[src/rtl/robber_motion.sv]
// robber_motion: per-player tile-hop movement controller for one robber.
// Each accepted keypress moves the sprite one 16 px tile, animated at STEP
// px per frame. A collision sends it back to spawn and freezes it for a
// respawn period. All outputs come straight from flops.
module robber_motion #(
    parameter int START_X        = 304,
    parameter int START_Y        = 448,
    parameter int STEP           = 2,
    parameter int MAX_X          = 624,
    parameter int MAX_Y          = 464,
    parameter int RESPAWN_FRAMES = 60
) (
    input  logic       Clk,
    input  logic       Reset_n,
    input  logic       VS,
    input  logic       KeyUp,
    input  logic       KeyDown,
    input  logic       KeyLeft,
    input  logic       KeyRight,
    input  logic       Hit,
    output logic [9:0] PosX,
    output logic [9:0] PosY,
    output logic [1:0] Facing,
    output logic       Moving,
    output logic       Dead
);

    localparam logic [7:0]  HOP_TICKS = 8'(16 / STEP);
    localparam logic [10:0] MAX_X11   = 11'(MAX_X);
    localparam logic [10:0] MAX_Y11   = 11'(MAX_Y);
    localparam logic [9:0]  STEP10    = 10'(STEP);
    localparam logic [9:0]  START_X10 = 10'(START_X);
    localparam logic [9:0]  START_Y10 = 10'(START_Y);

    localparam logic [1:0] DIR_UP    = 2'b00;
    localparam logic [1:0] DIR_DOWN  = 2'b01;
    localparam logic [1:0] DIR_LEFT  = 2'b10;
    localparam logic [1:0] DIR_RIGHT = 2'b11;

    typedef enum logic [1:0] {S_IDLE, S_HOP, S_DEAD} state_t;

    state_t      state_q, state_d;
    logic [9:0]  pos_x_q, pos_x_d, pos_y_q, pos_y_d;
    logic [1:0]  facing_q, facing_d;
    logic        moving_q, moving_d, dead_q, dead_d;
    logic        armed_q, armed_d, vs_q, vs_d;
    logic [7:0]  cnt_q, cnt_d;

    logic        tick, any_key, in_range;
    logic [1:0]  key_dir;
    logic [10:0] tgt_x, tgt_y;
    logic [9:0]  step_x, step_y;

    // Frame tick, key priority, target-tile bound check and per-frame step.
    // The target is computed 11 bits wide so a move below 0 shows up as a
    // large value rather than wrapping into range.
    always_comb begin
        tick    = VS & ~vs_q;
        any_key = KeyUp | KeyDown | KeyLeft | KeyRight;
        if (KeyUp)        key_dir = DIR_UP;
        else if (KeyDown) key_dir = DIR_DOWN;
        else if (KeyLeft) key_dir = DIR_LEFT;
        else              key_dir = DIR_RIGHT;

        tgt_x = {1'b0, pos_x_q};
        tgt_y = {1'b0, pos_y_q};
        case (key_dir)
            DIR_UP:   tgt_y = {1'b0, pos_y_q} - 11'd16;
            DIR_DOWN: tgt_y = {1'b0, pos_y_q} + 11'd16;
            DIR_LEFT: tgt_x = {1'b0, pos_x_q} - 11'd16;
            default:  tgt_x = {1'b0, pos_x_q} + 11'd16;
        endcase
        in_range = (tgt_x <= MAX_X11) && (tgt_y <= MAX_Y11);

        step_x = pos_x_q;
        step_y = pos_y_q;
        case (facing_q)
            DIR_UP:   step_y = pos_y_q - STEP10;
            DIR_DOWN: step_y = pos_y_q + STEP10;
            DIR_LEFT: step_x = pos_x_q - STEP10;
            default:  step_x = pos_x_q + STEP10;
        endcase
    end

    // Next-state logic: Hit outranks a tick on the same edge, and the
    // respawn freeze ignores both keys and further hits.
    always_comb begin
        state_d  = state_q;
        pos_x_d  = pos_x_q;
        pos_y_d  = pos_y_q;
        facing_d = facing_q;
        moving_d = moving_q;
        dead_d   = dead_q;
        armed_d  = armed_q;
        cnt_d    = cnt_q;
        vs_d     = VS;
        case (state_q)
            S_IDLE, S_HOP: begin
                if (Hit) begin
                    state_d  = S_DEAD;
                    pos_x_d  = START_X10;
                    pos_y_d  = START_Y10;
                    facing_d = DIR_UP;
                    moving_d = 1'b0;
                    dead_d   = 1'b1;
                    armed_d  = 1'b0;
                    cnt_d    = 8'(RESPAWN_FRAMES);
                end else if (tick) begin
                    if (!any_key) armed_d = 1'b1;
                    if (state_q == S_IDLE) begin
                        if (armed_q && any_key) begin
                            facing_d = key_dir;
                            armed_d  = 1'b0;
                            if (in_range) begin
                                state_d  = S_HOP;
                                moving_d = 1'b1;
                                cnt_d    = 8'd0;
                            end
                        end
                    end else begin
                        pos_x_d = step_x;
                        pos_y_d = step_y;
                        cnt_d   = cnt_q + 8'd1;
                        if (cnt_q + 8'd1 == HOP_TICKS) begin
                            state_d  = S_IDLE;
                            moving_d = 1'b0;
                            cnt_d    = 8'd0;
                        end
                    end
                end
            end
            default: begin
                if (tick) begin
                    cnt_d = cnt_q - 8'd1;
                    if (cnt_q == 8'd1) begin
                        state_d = S_IDLE;
                        dead_d  = 1'b0;
                        armed_d = 1'b0;
                    end
                end
            end
        endcase
    end

    // State and output registers with asynchronous reset to the spawn tile.
    always_ff @(posedge Clk or negedge Reset_n) begin
        if (!Reset_n) begin
            state_q  <= S_IDLE;
            pos_x_q  <= START_X10;
            pos_y_q  <= START_Y10;
            facing_q <= DIR_UP;
            moving_q <= 1'b0;
            dead_q   <= 1'b0;
            armed_q  <= 1'b0;
            vs_q     <= 1'b1;
            cnt_q    <= 8'd0;
        end else begin
            state_q  <= state_d;
            pos_x_q  <= pos_x_d;
            pos_y_q  <= pos_y_d;
            facing_q <= facing_d;
            moving_q <= moving_d;
            dead_q   <= dead_d;
            armed_q  <= armed_d;
            vs_q     <= vs_d;
            cnt_q    <= cnt_d;
        end
    end

    assign PosX   = pos_x_q;
    assign PosY   = pos_y_q;
    assign Facing = facing_q;
    assign Moving = moving_q;
    assign Dead   = dead_q;

endmodule
[config.mk]
export PLATFORM = sky130hd
export DESIGN_NAME = robber_motion
export DESIGN_NICKNAME = d
export VERILOG_FILES = /design/src/rtl/robber_motion.sv
export SDC_FILE = /design/constraint.sdc
export NUM_CORES = 1
export LEC_CHECK = 0
export ABC_AREA = 1
export BUFFER_PORTS_ARGS = -buffer_cell sky130_fd_sc_hd__buf_2
export CORE_ASPECT_RATIO = 1.4
export CORE_MARGIN = 5
export CORE_UTILIZATION = 55
export CTS_BUF_LIST = sky130_fd_sc_hd__clkbuf_16
export DETAILED_ROUTE_END_ITERATION = 16
export PLACE_DENSITY = 0.75
export SETUP_SLACK_MARGIN = 0.05
export SLEW_MARGIN = 0
export SYNTH_ARGS = -nofsm -noshare
export SYNTH_HDL_FRONTEND = slang
export SYNTH_SLANG_ARGS = --single-unit
[constraint.sdc]
create_clock -name Clk -period 4.9 [get_ports Clk]
set_clock_uncertainty 0.2 [all_clocks]
set_input_delay 0.49 -clock Clk [delete_from_list [all_inputs] [get_ports Clk]]
set_output_delay 0.49 -clock Clk [all_outputs]
set_load 0.05 [all_outputs]
Yosys cells after proc, flatten, opt, wreduce, memory -nomap -nowiden
Cells that the tools add are included.
W data, S select, Z words.
{"block": "op_classes", "eq_ne": 15, "mul": 0, "magnitude_cmp": 2, "muxes": 50, "div": 0, "addsub": 10, "n_reduce_logical": 23, "bitwise_logic": 5, "n_shift": 0}
{"op": "$mux W8", "n": 8}
{"op": "$mux W10", "n": 6}
{"op": "$pmux W11 S2", "n": 2}
{"op": "$pmux W10 S2", "n": 2}
{"op": "$mux W2", "n": 15}
{"op": "$add A10 B5 Y11 const B", "n": 2}
{"op": "$sub A10 B5 Y11 const B", "n": 2}
{"op": "$add A10 B2 Y10 const B", "n": 2}
{"op": "$sub A10 B2 Y10 const B", "n": 2}
{"op": "$mux W1", "n": 17}
{"op": "$reduce_and A4 Y1", "n": 4}
{"op": "$ne A4 B4 Y1 const B", "n": 3}
{"op": "$le A11 B10 Y1 const B", "n": 1}
{"op": "$le A11 B9 Y1 const B", "n": 1}
{"op": "$reduce_bool A2 Y1", "n": 5}
{"op": "$add A8 B1 Y8 const B", "n": 1}
{"op": "$eq A8 B1 Y1 const B", "n": 1}
{"op": "$eq A8 B4 Y1 const B", "n": 1}
{"op": "$sub A8 B1 Y8 const B", "n": 1}
{"op": "$eq A2 B1 Y1 const B", "n": 3}
{"op": "$logic_not A2 Y1", "n": 3}
{"op": "$reduce_and A3 Y1", "n": 2}
{"op": "$reduce_and A6 Y1", "n": 1}
{"op": "$reduce_bool A3 Y1", "n": 2}
{"op": "other kinds (11)", "n": 18}
{"block": "totals", "n_memories": 0, "latchBits": 0, "output_inout_bits": 24, "elab_cells": 114, "inputBits": 8, "rom_bits": 0, "ff_bits": 36, "ram_bits": 0}

Longest topological paths before layout
Gate-level depths: netlist of run 1.
{"block": "depth", "ltp_word": 14, "depth_mapped": 23, "mapped_depth_nobuf": 22}

Worst setup path after synthesis of run 1
No wires, ideal clock.
{"block": "synth_path", "kind": "flip-flop to flip-flop", "startpoint": "reg facing_q[0], in the netlist Facing[0]", "endpoint": "reg pos_y_q[9], in the netlist PosY[9]", "setup_time_ns": 0.137, "path_stages_with_launch": 15, "synth_period_minus_slack_ns": 2.810, "slack_ns": 2.090, "required_time_ns": 4.563, "arrival_time_ns": 2.473, "path_buffers": 0, "path_cell_list": "dfrtp_1 -> inv_1 -> nor2_1 -> inv_1 -> ha_1 -> a21oi_1 -> o21ai_0 -> nand2_1 -> nand2_1 -> a21oi_1 -> nor2_1 -> o21a_1 -> nor2_1 -> xor2_1 -> o22ai_1"}
{"block": "synth_via", "elab_chain_len": 5, "elab_cells_between_ends": 8, "cone_classes": "1 x eq/ne; 4 x mux; 3 x reduce/logical"}
{"item": "from (decl)", "line_no": "44", "text": "logic [1:0] facing_q, facing_d;"}
{"item": "from (signal assigned)", "line_no": "161", "text": "facing_q <= facing_d;"}
{"item": "$eq A2 B1 Y1 or $logic_not A2 Y1 (tied branches)", "line_no": "77", "text": "case (facing_q)"}
{"item": "$pmux W10 S2", "line_no": "77"}
{"item": "$mux W10", "line_no": "110", "text": "if (state_q == S_IDLE) begin"}
{"item": "$mux W10", "line_no": "108", "text": "end else if (tick) begin"}
{"item": "$mux W10", "line_no": "99", "text": "if (Hit) begin"}
{"item": "to (signal assigned)", "line_no": "160", "text": "pos_y_q <= pos_y_d;"}
{"item": "to (decl)", "line_no": "43", "text": "logic [9:0] pos_x_q, pos_x_d, pos_y_q, pos_y_d;"}
Several ways; a longest one is shown, not always the timed one. The select of a mux whose other input is x is not followed.
A chain may end at the register's enable or synchronous reset.

Final worst setup path of run 1
{"block": "layout_path", "startpoint": "reg facing_q[1], in the netlist Facing[1]", "endpoint": "reg pos_x_q[9], in the netlist PosX[9]"}
{"block": "layout_via", "elab_chain_len": 6, "elab_cells_between_ends": 10, "cone_classes": "3 x eq/ne; 4 x mux; 3 x reduce/logical"}
{"item": "$eq A2 B1 Y1 or $logic_not A2 Y1 (tied branches)", "line_no": "77"}
{"item": "$reduce_or A2 Y1 (no source line)"}
{"item": "$pmux W10 S2", "line_no": "77"}
{"item": "$mux W10", "line_no": "110"}
{"item": "$mux W10", "line_no": "108"}
{"item": "$mux W10", "line_no": "99"}
{"item": "to (signal assigned)", "line_no": "159", "text": "pos_x_q <= pos_x_d;"}
{"item": "to (decl)", "line_no": "43"}
Several ways; a longest one is shown, not always the timed one. The select of a mux whose other input is x is not followed.

==> results of run 1 <==
==> power by group through the flow <==
stage,combinational (mW),sequential [mW],clock [mW]
2_1_floorplan,1.12,0.845,0
3_3_place_gp,1.68,0.603,0
3_5_place_dp,1.72,0.605,0
4_1_cts,1.74,0.602,0.311
5_1_grt,1.95,0.628,0.322
6_report,1.73,0.602,0.307
==> cell usage in the layout, fill, tap and decap left out, drive strengths merged, types with 9 or more instances in the layout <==
cell type / netlist / routed
a21oi: 24 / 24
buf: 7 / 29
dfrtp: 27 / 27
ha: 23 / 23
inv: 64 / 65
nand2: 100 / 100
nand3: 30 / 30
nand4: 14 / 14
nor2: 48 / 48
o21ai: 28 / 28
o22ai: 13 / 13
xnor2: 9 / 9
xor2: 14 / 14
==> final cells by class <==
class	instances	area (µm²)
inverters	65	244
repair buffers	29	145
clock buffers	5	125
flip-flops and latches	34	860
fillers	549	2100
well taps	68	85.1
clock inverters	3	13.8
multi-input cells	327	1870
==> through the flow <==
| stage | setup WS, ps | total power [mW] |
|---|---|---|
| floorplan | 2090 | 1.96 |
| global placement | 1940 | 2.28 |
| detailed placement | 1880 | 2.33 |
| CTS | 2010 | 2.65 |
| global route | 1670 | 2.90 |
| finish | 2020 | 2.64 |
==> critical path, delay by kind of cell, from the launching register on <==
family | cells | cell delay, ps
flops | 1 | 390
buf+inv | 1 | 80
xor+xnor | 1 | 140
compound gates | 4 | 560
fa+ha+maj | 1 | 410
simple gates | 5 | 970
==> per-layer routing <==
layer	share of wire, %	wire length (µm)
met1	42	3120
met2	52	3920
met3	3.3	248
met4	2.7	199
met5	0	0
==> flip-flops by register name, indices dropped and copies added, names as in the netlist <==
name,flops
Facing,2
Dead,1
Moving,1
cnt_q,8
armed_q,1
state_q,2
PosY,9
PosX,9
vs_q,1
==> cells by family after synthesis <==
group | synth area share, %
buf+inv | 9.92
xor+xnor | 6.66
simple gates | 29.2
compound gates | 14.2
flops | 28.4
other cells | 0.124
fa+ha+maj | 11.5
==> worst max-delay path by stage <==
stage,startpoint,end,depth (start not counted)
floorplan,Facing[0],PosY[9],14
global placement,KeyDown,cnt_q[3],19
detailed placement,KeyDown,cnt_q[5],19
CTS,Facing[1],PosX[9],12
global route,Facing[1],PosX[9],12
finish,Facing[1],PosX[9],12
==> impl_metrics.py, run 1 <==
metrics = {
    "global_routing": {
        "grt_max_degree": 35,
        "grt-busiest-layer": "met2",
        "grt_util_all_layers_pct": 23.0,
        "grt_pass1_vias": 2939,
        "gr-usage-met3_pct": 3.50,
        "grt_first_pass_wirelength_um": 13100,
        "gr-total-overflow": 0,
        "grt_util_met1_pct": 26.5,
        "met2_usage_pct": 41.4,
        "grt_antenna_before_repair": 0,
    },
    "job": {
        "max_cap_viol_count": 0,
    },
    "layout": {
        "final_layout_size_suffix_gt1_share_pct": 12.1,
        "fin_util_pct": 61.4,
        "post_layout_instance_count_excluding_filler_cells": 531,
        "antenna_diode_count": 0,
        "nets": 496,
        "area_growth_pct": 10.5,
        "final_std_cell_area_no_fill_um2": 3340,
    },
    "critical_path": {
        "worst_path_max_fanout": 9,
        "crit_chain": "inv_1, nor2_1, ha_1, nand3_1, nand3_1, a21o_1, a21oi_1, nor2_1, o21ai_0, nand2_1, xor2_1, o22ai_1",
        "rr_startpoint": "Facing[1]",
        "crit-reg2reg-capture": "PosX[9]",
        "start_kind": "register",
        "worstRegToRegCells": 12,
        "timing_worst_setup_path_type": "register to register",
        "endpoint_kind": "register",
        "cp_slowest_stage_delay_ps": 590,
        "arrival_ps": 2840,
        "cpMaxStageDelayCell": "nor2_1",
        "setup.reg_to_reg.worst_slack_ps": 2020,
        "cp_data_required_time_ps": 4860,
    },
    "placement": {
        "detailed_place.area_um2": 3200,
        "dp_hpwl_um": 5790,
        "place_congestion": 0.953,
        "placement.io_buffers": 29,
        "post-place-cells": 523,
    },
    "clock_network": {
        "h_tree_levels": 2,
        "cts_hold_repair.buffers": 0,
        "clk-insertion-delay-late_ps": 290,
        "post-cts-setup-buffers": 0,
        "tritoncts_clock_tree": "done",
        "clock_slew_at_reported_path_ffs_ps": 60,
        "clockBufferDepth": 2,
        "clkSinkCount": 34,
        "cts_resized": 0,
        "tritoncts_buffer_count": 5,
        "buffer_type_at_the_clock_tree_root": "clkbuf_16",
    },
    "logic_synthesis": {
        "synthesized_area_per_cell_um2": 6.99,
        "yosysMostFrequentCell": "nand2_1",
        "yosysSeqAreaShare_pct": 28.4,
        "synthDistinctLibCells": 40,
        "synth_warn": 0,
        "async_reset_ff_share_pct": 100,
        "synth_top_cells_by_area": "dfrtp_1 22%, nand2_1 12%, ha_1 9.5%",
        "synth_cells": 433,
        "number_of_synthesized_register_bits": 34,
        "synth.top_cells.by_count": "97 x nand2_1, 61 x inv_1, 43 x nor2_1",
        "cell_area_after_synthesis_um2": 3030,
        "synth_top_flop_cell": "dfrtp_1",
        "yosys.area.top_type": "dfrtp_1",
        "synth_enable_flop_cells": 0,
        "synthDominantCellAreaShare_pct": 22.3,
    },
    "floorplan": {
        "die_x_um": 72.7,
        "die_height_um": 97.8,
        "num_io_pins": 32,
        "fp.coreArea_um2": 5450,
        "floorplan.initialDensity_pct": 55.6,
        "die_area_um2": 7110,
        "floorplan.rows": 32,
    },
    "routing": {
        "detail_route.first_pass.iterations": 5,
        "wl_per_cell_um": 14.1,
        "drt_wl_total_um": 7490,
        "ant_nets": 0,
        "drc": 0,
        "routed-via-count": 2956,
        "vias_per_cell": 5.57,
        "drt-initial-drc-count": 108,
    },
    "timing": {
        "grt_setup_unrepaired": "no",
        "post_route_minimum_period_ps": 2880,
        "whs_ps": 78.9,
        "achievable-frequency_ghz": 0.347,
        "slew_headroom_pct": 48.3,
        "drv_slew": 0,
        "worst_slew_pin_slew_ps": 775,
        "report.final.hold_viol_count": 0,
        "timing.final.setup_violations": 0,
        "totalNegativeSetupSlack_ps": 0,
        "period_share_pct": 58.8,
    },
    "power_and_ir_drop": {
        "p_leak_nw": 1.71,
        "p_switching_mw": 1.42,
        "seq_power_share_pct": 22.8,
        "comb_power_share_pct": 65.5,
        "max-vdd-ir-drop_mv": 0.510,
        "power_frac_clock_pct": 11.6,
        "internal_power_summed_over_all_cells_mw": 1.22,
        "power.share.switching_pct": 53.7,
        "power_per_cell_area_nw_per_um2": 789,
    },
    "status": {
        "run_status": "completed",
    },
    "hold_path": {
        "holdCritPathClass": "input pin to async pin",
    },
}
(Power assumes the default switching activity.)
==> inputs of run 2 (changes only) <==
ABC_AREA = 0   (was 1)
CORE_UTILIZATION = 54   (was 55)
PLACE_DENSITY = 0.77   (was 0.75)
clock period = 2.5 ns   (was 4.9 ns; I/O delays follow)
==> run 2 against run 1 <==
The flow now finishes with violations (setup timing). Final cell count shrank 0.38%. Critical path depth shrank 2. Combinational power is essentially flat. Sequential power grew 33%. Total power grew 23%. Hold slack gained 120 ps. Non-clock buffer count grew 73. Setup slack lost 2300 ps. Register-to-register slack lost 2300 ps. Die area grew 2.9%. Final area grew 26%. Sequential share of layout area shrank 5.2 points. Critical path type unchanged. Largest power group unchanged.
==> impl_metrics.py, run 2 <==
metrics = {
    "critical_path": {
        "start_point_of_the_critical_path": "PosY[5]",
        "timing_worst_setup_path_type": "register to register",
        "cp_data_required_time_ps": 2460,
        "crit-reg2reg-capture": "cnt_q[4]",
        "endpoint_of_the_most_critical_setup_path": "cnt_q[4]",
        "start_kind": "register",
        "rr_startpoint": "PosY[5]",
        "setup.reg_to_reg.worst_slack_ps": -300,
        "worst_path_max_fanout": 8,
        "endpoint_kind": "register",
        "arrival_ps": 2750,
        "worstRegToRegCells": 10,
    },
    "job": {
        "max_cap_viol_count": 0,
    },
    "hold_path": {
        "holdCritPathClass": "input pin to register",
    },
    "power_and_ir_drop": {
        "max-vdd-ir-drop_mv": 0.694,
        "fin_total_pwr_mw": 3.25,
        "p_leak_nw": 1.91,
        "power_per_cell_area_nw_per_um2": 772,
    },
    "layout": {
        "multi_input_gate_area_um2": 2320,
        "antenna_diode_count": 0,
        "final_layout_size_suffix_gt1_share_pct": 37.7,
        "area_growth_pct": 37.2,
        "nFillCells": 400,
        "nets": 494,
        "layout_commonest_cell": "buf_4",
        "regArea_um2": 865,
        "mostFrequentLayoutCells": "68 x buf_4, 35 x nor2_1, 30 x nand2_1, 29 x buf_2, 23 x dfrtp_1",
    },
    "routing": {
        "vias_per_cell": 6.16,
        "detail_route.first_pass.iterations": 4,
        "drt-initial-drc-count": 241,
        "drt_wl_total_um": 9560,
        "drc": 0,
        "routed-via-count": 3256,
        "ant_nets": 0,
        "wl_per_cell_um": 18.1,
    },
    "global_routing": {
        "gr-total-overflow": 0,
        "grt_util_all_layers_pct": 26.0,
        "grt_first_pass_wirelength_um": 15000,
        "grt_pass1_vias": 3196,
        "grt_max_degree": 35,
        "grt_antenna_before_repair": 0,
    },
    "logic_synthesis": {
        "number_of_synthesized_register_bits": 34,
        "muxShareOfSynthArea_pct": 2.16,
        "synth_cells": 369,
        "synth-xor-area-share_pct": 5.71,
        "synth_top_cells_by_area": "dfrtp_1 22%, ha_1 9.4%, dfstp_2 6.0%",
        "yosys.area.top_type": "dfrtp_1",
        "synthDistinctLibCells": 64,
        "synthesized_area_per_cell_um2": 8.31,
        "synth_adder_area_share_pct": 11.3,
        "post_synth_and_or_nand_nor_area_fraction_pct": 24.3,
        "yosysMostFrequentCell": "nor2_1",
        "synth_enable_flop_cells": 0,
        "synth-compound-area-share_pct": 23.4,
        "synth.top_cells.by_count": "36 x nor2_1, 30 x nand2_1, 27 x dfrtp_1, 27 x o21ai_0, 25 x a21oi_1",
        "synthDominantCellAreaShare_pct": 22.0,
        "main_combinational_cell_family_by_area_after_synthesis": "simple AND/OR/NAND/NOR gates",
        "synth_warn": 0,
        "cell_area_after_synthesis_um2": 3070,
        "yosysSeqAreaShare_pct": 28.0,
        "async_reset_ff_share_pct": 100,
        "synth_top_flop_cell": "dfrtp_1",
    },
    "timing": {
        "timing.final.setup_violations": 10,
        "worst_slew_pin_slew_ps": 819,
        "grt_setup_unrepaired": "yes",
        "post_route_minimum_period_ps": 2800,
        "achievable-frequency_ghz": 0.357,
        "slew_headroom_pct": 45.4,
        "whs_ps": 195,
        "period_share_pct": 112,
        "drv_slew": 0,
        "report.final.hold_viol_count": 0,
        "final.setup.worst_slack_ps": -298,
    },
    "clock_network": {
        "buffer_type_at_the_clock_tree_root": "clkbuf_16",
        "clock_slew_at_reported_path_ffs_ps": 50,
        "clockBufferDepth": 2,
        "clk-insertion-delay-late_ps": 280,
        "h_tree_levels": 2,
        "tritoncts_buffer_count": 5,
        "tritoncts_clock_tree": "done",
        "clkSinkCount": 34,
    },
    "floorplan": {
        "floorplan.rows": 32,
        "num_io_pins": 32,
        "die_area_um2": 7310,
        "die_height_um": 99.2,
        "floorplan.initialDensity_pct": 55.5,
        "fp.coreArea_um2": 5530,
        "die_x_um": 73.7,
    },
    "status": {
        "failed_checks": "setup timing",
        "run_status": "finished with violations",
    },
    "placement": {
        "place_congestion": 0.944,
        "placement.io_buffers": 29,
        "dp_hpwl_um": 6560,
    },
}
## run 2: per-stage QoR
| stage | setup TNS (ps) | area [µm²] | util, % | instances | setup WS (ps) |
|---|---|---|---|---|---|
| floorplan | -2660 | 3200 | - | 370 | -401 |
| global placement | -4520 | 3710 | 67.1 | 500 | -522 |
| detailed placement | -4960 | 3710 | 67.1 | 500 | -561 |
| CTS | -2380 | 4030 | 72.9 | 519 | -292 |
| global route | -3330 | 4210 | 76.2 | 529 | -383 |
| finish | -2390 | 4210 | 76.2 | 529 | -298 |
## run 2: logic make-up (layout without fill, tap and decap cells)
kind of cell    count (synthesis)  in the layout
flops                          34             34
simple gates                  143            143
compound gates                105            105
mux                             6              6
xor+xnor                       20             20
other cells                     1              2
buf+inv                        34            125
fa+ha+maj                      26             26
## run 2: what timing repair did
item	4_1_cts	5_1_grt
endpoints found under the setup margin	12	14
buffers inserted	9	10
endpoints found under the hold margin	28	0
resized for setup	11	26
hold buffers	2	0
pin swaps	13	25
## run 2: cell type report
type                            instances  share of cell area (%)
Multi-Input combinational cell        302                    55.1
Sequential cell                        34                    20.5
Timing Repair Buffer                  102                    17.1
Clock buffer                            5                    2.97
Tap cell                               68                    2.02
Inverter                               15                    1.40
Clock inverter                          3                   0.892
## run 2: power breakdown
part / leakage (nW) / internal (mW) / switching [mW] / total [mW]
sequential: 0.416 / 0.669 / 0.130 / 0.800
clock: 0.0826 / 0.463 / 0.226 / 0.689
combinational: 1.41 / 0.795 / 0.967 / 1.76
total: 1.91 / 1.93 / 1.32 / 3.25
## run 2: how the worst min path moves through the flow
| stage | startpoint | end | slack [ps] | depth (start not counted) |
|---|---|---|---|---|
| after floorplan | Reset_n | Dead | -250 | 0 |
| after global placement | VS | vs_q | 170 | 1 |
| after detailed placement | VS | vs_q | 170 | 1 |
| after CTS | Hit | Facing[1] | 190 | 3 |
| after global routing | KeyRight | armed_q | 220 | 3 |
| final | KeyRight | armed_q | 200 | 3 |
## run 2: routing by layer
metal,GRT usage (%),vias up,share of wire [%]
met5,0,-,0
met4,12.6,0,4.0
met3,3.64,36,4.5
met2,45.7,102,52
met1,29.9,1590,39
li1,-,1528,-
## run 2: critical path, stage by stage (launching register included)
cell	delay, ps
dfrtp_2	440
fa_2	380
a211o_1	290
o21a_1	110
o2111a_1	280
a2111oi_4	320
o21ai_2	100
nor2_2	110
buf_6	140
mux2i_2	230
nor3_2	70
